File: src/rtl/data_sampling.sv
// data_sampling: UART RX oversampling stage ahead of the deserializer.
// Takes three samples of rx_in at edge_counter = mid-1, mid, mid+1 (mid = prescale/2),
// majority-votes them and publishes the result one clock later, so sampled_bit is
// stable before the deserializer captures at edge_counter == prescale-1.
//
// Ports:
//   clk          system clock, rising edge
//   rst          synchronous active-high reset
//   dat_samp_en  sampling enable from the RX FSM
//   prescale     clocks per bit, legal range 6 .. 2^EDGE_W
//   edge_counter clock index within the current bit
//   rx_in        synchronized serial line
//   sampled_bit  majority-voted bit value (holds between updates)
//   sample_done  one-cycle strobe, sampled_bit updated this cycle
//   noise_err    the three samples of the last bit disagreed
//   cfg_err      prescale is outside the legal range (registered)
module data_sampling #(
    parameter int unsigned EDGE_W = 4
) (
    input  logic              clk,
    input  logic              rst,
    input  logic              dat_samp_en,
    input  logic [EDGE_W:0]   prescale,
    input  logic [EDGE_W-1:0] edge_counter,
    input  logic              rx_in,
    output logic              sampled_bit,
    output logic              sample_done,
    output logic              noise_err,
    output logic              cfg_err
);

    localparam int unsigned PW = EDGE_W + 1;
    localparam logic [PW-1:0] PsMin = PW'(6);
    localparam logic [PW-1:0] PsMax = PW'(2 ** EDGE_W);

    logic          s0_q, s0_d;
    logic          s1_q, s1_d;
    logic          bit_q, bit_d;
    logic          done_q, done_d;
    logic          noise_q, noise_d;
    logic          cfg_q, cfg_d;

    logic [PW-1:0] mid;
    logic [PW-1:0] ec_ext;
    logic          in_range;
    logic          hit_s0, hit_s1, hit_vote;
    logic          maj;
    logic          noisy;

    always_comb begin
        mid      = prescale >> 1;
        ec_ext   = {1'b0, edge_counter};
        in_range = (ec_ext < prescale);
        // With an illegal prescale mid-1 may wrap; cfg_q blocks use of these anyway.
        hit_s0   = (ec_ext == mid - PW'(1));
        hit_s1   = (ec_ext == mid);
        hit_vote = (ec_ext == mid + PW'(1));
        // Third sample comes straight from the line and is never stored.
        maj      = (s0_q & s1_q) | (s0_q & rx_in) | (s1_q & rx_in);
        noisy    = !((s0_q == s1_q) && (s1_q == rx_in));
    end

    always_comb begin
        s0_d    = s0_q;
        s1_d    = s1_q;
        bit_d   = bit_q;
        noise_d = noise_q;
        done_d  = 1'b0;
        cfg_d   = (prescale < PsMin) || (prescale > PsMax);

        if (!dat_samp_en) begin
            // Idle line level; a bit interrupted by the enable is discarded.
            s0_d = 1'b1;
            s1_d = 1'b1;
        end else if (!cfg_q && in_range) begin
            if (hit_s0) s0_d = rx_in;
            if (hit_s1) s1_d = rx_in;
            if (hit_vote) begin
                bit_d   = maj;
                noise_d = noisy;
                done_d  = 1'b1;
            end
        end
    end

    always_ff @(posedge clk) begin
        if (rst) begin
            s0_q    <= 1'b1;
            s1_q    <= 1'b1;
            bit_q   <= 1'b1;
            done_q  <= 1'b0;
            noise_q <= 1'b0;
            cfg_q   <= 1'b0;
        end else begin
            s0_q    <= s0_d;
            s1_q    <= s1_d;
            bit_q   <= bit_d;
            done_q  <= done_d;
            noise_q <= noise_d;
            cfg_q   <= cfg_d;
        end
    end

    assign sampled_bit = bit_q;
    assign sample_done = done_q;
    assign noise_err   = noise_q;
    assign cfg_err     = cfg_q;

endmodule

File: config.mk
export PLATFORM = sky130hd
export DESIGN_NAME = data_sampling
export DESIGN_NICKNAME = d
export VERILOG_FILES = /design/src/rtl/data_sampling.sv
export SDC_FILE = /design/constraint.sdc
export NUM_CORES = 1
export LEC_CHECK = 0
export ABC_CLOCK_PERIOD_IN_PS = 2600
export CORE_AREA = 2 2 39 41
export CTS_CLUSTER_SIZE = 14
export DETAILED_ROUTE_END_ITERATION = 8
export DIE_AREA = 0 0 41 43
export HOLD_SLACK_MARGIN = 0.1
export PLACE_DENSITY_LB_ADDON = 0.08
export SYNTH_ARGS = -nofsm -noshare
export SYNTH_HDL_FRONTEND = slang
export SYNTH_SLANG_ARGS = --single-unit
export TNS_END_PERCENT = 30
File: constraint.sdc
create_clock -name clk -period 2.6 [get_ports clk]
set_input_delay 0.52 -clock clk [delete_from_list [all_inputs] [get_ports clk]]
set_output_delay 0.52 -clock clk [all_outputs]
set_load 0.01 [all_outputs]
==> run metrics <==
Slew Viols, Final=0; post-synthesis simple-gate area fraction=about 22%; cell leakage power=0.371 nW; top cell type's share of synthesized area=21.2%; share of post-route cells with drive strength above 1=15.5%; largest family of logic cells by synthesized area=simple AND/OR/NAND/NOR gates; post-CTS sizing=0; minimum clock period=2.44 ns; post-route cell area=840 sq um; clk sinks=6; vias per cell=5.08; Area contributors post-synth=dfxtp_1 (21%), ha_1 (18%), xnor2_1 (11%), inv_1 (4.6%), nand3b_1 (4.0%); Mean Syn Cell Area=8.21 sq um; clk_lat worst skew=0.24 ns; Net Count, Synth=90; mux contribution to synthesized area=under 10%; CTS tree=done; post-route setup TNS=0 ns; Total Routing Usage GR=between 10% and 20%; post-route ant nets=0; total routed wirelength=1290 um; worst-case reg-to-reg path depth=4; root buffer cell=clkbuf_4; RSZ-0062 raised after global routing=no; sequential share of power=34.1%; CP Capture Point=noise_err; Synth Area in Compound Gates=a little under a fifth; multi-input combinational cell area=415 sq um; FMAX=410 MHz; Initial Util=41.0%; Worst Hold Launch=sampled_bit; DRT iter0 DRCs=9; Rows=14; CTS hold repair buffers=0; Comb power frac=36.4%; I/O pin count=17; Post-Synthesis Cell Area=567 sq um; fin crit share=93.7%; number of global-route vias before repair=between 500 and 600; Cells after Synth=69; chip width=approximately 41 um; Synth Area in XOR/XNOR=13.9%; Int Power=0.205 mW; register area=about 120 sq um; setup bufs post-CTS=0; first drt pass iteration count=4; area leader, netlist=dfxtp_1; YS warnings=0; dpl cells=110; R2R Setup Slk=1.01 ns; Final GP Congestion=approximately 0.78; fill cell count=142; switching power=between 0.07 and 0.08 mW; Area Growth Syn to Fin=48.1%; register bit count reported by yosys=6; Worst Setup SP=prescale[3]; Tot Pwr=~0.28 mW; fin cells=113; routed via count=574; Post-Synth Adder-Cell Area=17.7%; Max-cap violations=0; placed inst area=817 sq um; first-pass GRT wire length=between 2000 and 2500 um; outcome=finished clean; worst reg2reg endpoint=noise_err; Clock power frac=29.5%; sw frac=27.5%; CTS buffer count=3; Die ar.=1760 sq um; commonest cells after routing, fill and taps aside=clkdlybuf4s50_1 (16), buf_4 (10), ha_1 (8); register area share after synthesis=21.2%; DRC Markers=0; clk_skew=0.00383 ns; maximum VDD drop=0.123 mV; worst path arrival time=around 2.6 ns; grt total ovfl=0; H-tree levels=1; clock buffer depth=2; DR WL/cell=about 11 um; commonest non-fill, non-tap cell in the layout=clkdlybuf4s50_1; critical path type=in2reg; # setup viols final=0; Hold Crit Class=reg2reg; WP data required=approximately 2.7 ns; clock slew seen by the registers of the worst setup and hold paths=roughly 0.040 ns; Worst-Margin Slew=roughly 0.42 ns; post-synth cell types=27; DPL Wire Length=roughly 1100 um; Hold WS=0.514 ns; largest net degree at the start of global routing=12; die height=43 um; core area=1380 sq um; antenna violations before repair=0; RR Startpoint=cfg_err; final count of hold timing violations=0; Antenna diodes=0; startpoint types=primary input; slew margin rel.=71.0%; CP Capture Type=flip-flop; crit-path max FO=4; pwr/cell area=336 nW/um^2; # nets final=120; PortBufs=16
## worst min path at each step
stage / end / slack (ns) / cells past startpoint
2_1_floorplan: s1_q / 0.50 / 2
3_3_place_gp: sampled_bit / 0.50 / 2
3_5_place_dp: sampled_bit / 0.51 / 2
4_1_cts: sampled_bit / 0.52 / 2
5_1_grt: sampled_bit / 0.55 / 2
6_report: sampled_bit / 0.51 / 2
## per-layer routing
| metal | wire, um | GRT usage [%] |
|---|---|---|
| met5 | 0 | 0 |
| met2 | 729 | 33.8 |
| met4 | 0 | 10.0 |
| met1 | 522 | 16.6 |
| met3 | 37 | 0 |
## cells in the mapped netlist
| cell | number |
|---|---|
| nand3_1 | 2 |
| nand3b_1 | 3 |
| nand2b_1 | 1 |
| a21o_1 | 2 |
| or3b_2 | 1 |
| xor2_1 | 2 |
| o211ai_1 | 1 |
| xnor2_1 | 7 |
| nand4_1 | 1 |
| a211o_1 | 1 |
| a2111oi_0 | 1 |
| o31ai_1 | 1 |
| o21ai_0 | 4 |
| a21oi_1 | 2 |
| o21bai_1 | 1 |
| mux2i_1 | 1 |
| nor3_1 | 3 |
| dfxtp_1 | 6 |
| or3_4 | 1 |
| buf_2 | 1 |
| nand4b_1 | 1 |
| nor2_1 | 5 |
| o311a_1 | 1 |
| o311ai_0 | 1 |
| nand2_1 | 4 |
| inv_1 | 7 |
| ha_1 | 8 |
## power by group through the flow
stage | clock network [mW] | registers [mW] | logic [mW]
5_1_grt | 0.0935 | 0.0961 | 0.114
3_3_place_gp | 0 | 0.0979 | 0.101
4_1_cts | 0.0897 | 0.0962 | 0.104
2_1_floorplan | 0 | 0.0980 | 0.0506
3_5_place_dp | 0 | 0.0978 | 0.103
6_report | 0.0832 | 0.0962 | 0.103
## state kept, by name, summed over array words and instances, names as in the netlist
name,cells
cfg_err,1
noise_err,1
s0_q,1
s1_q,1
sample_done,1
sampled_bit,1
## final cells by class
type,instances,share of cell area (%)
Sequential cell,6,14.3
Timing Repair Buffer,26,28.0
Clock buffer,3,2.68
Tap cell,16,2.38
Inverter,7,3.13
Multi-Input combinational cell,55,49.5
## stage by stage
step | utilization (%) | setup slack [ns]
floorplan | - | 0.309
global placement | 59.0 | -0.0160
detailed placement | 59.0 | -0.0795
CTS | 60.7 | 0.169
global route | 60.7 | 0.0867
finish | 60.7 | 0.163
## worst max-delay path, stage by stage
cell             delay (ns)
clkdlybuf4s50_1        0.47
inv_1                  0.05
ha_1                   0.30
a21oi_1                0.14
o21bai_1               0.09
a211o_1                0.29
or3_4                  0.40
o311a_1                0.29
## logic make-up (layout without fill, tap and decap cells)
family / after synthesis / in the layout
DFF: 6 / 6
adders and majority gates: 8 / 8
AOI/OAI and AO/OA: 15 / 15
buffers and inverters: 8 / 36
xor gates and xnor gates: 9 / 9
muxes: 1 / 1
and+or+nand+nor: 22 / 22
Power figures use the tool's default switching activity.
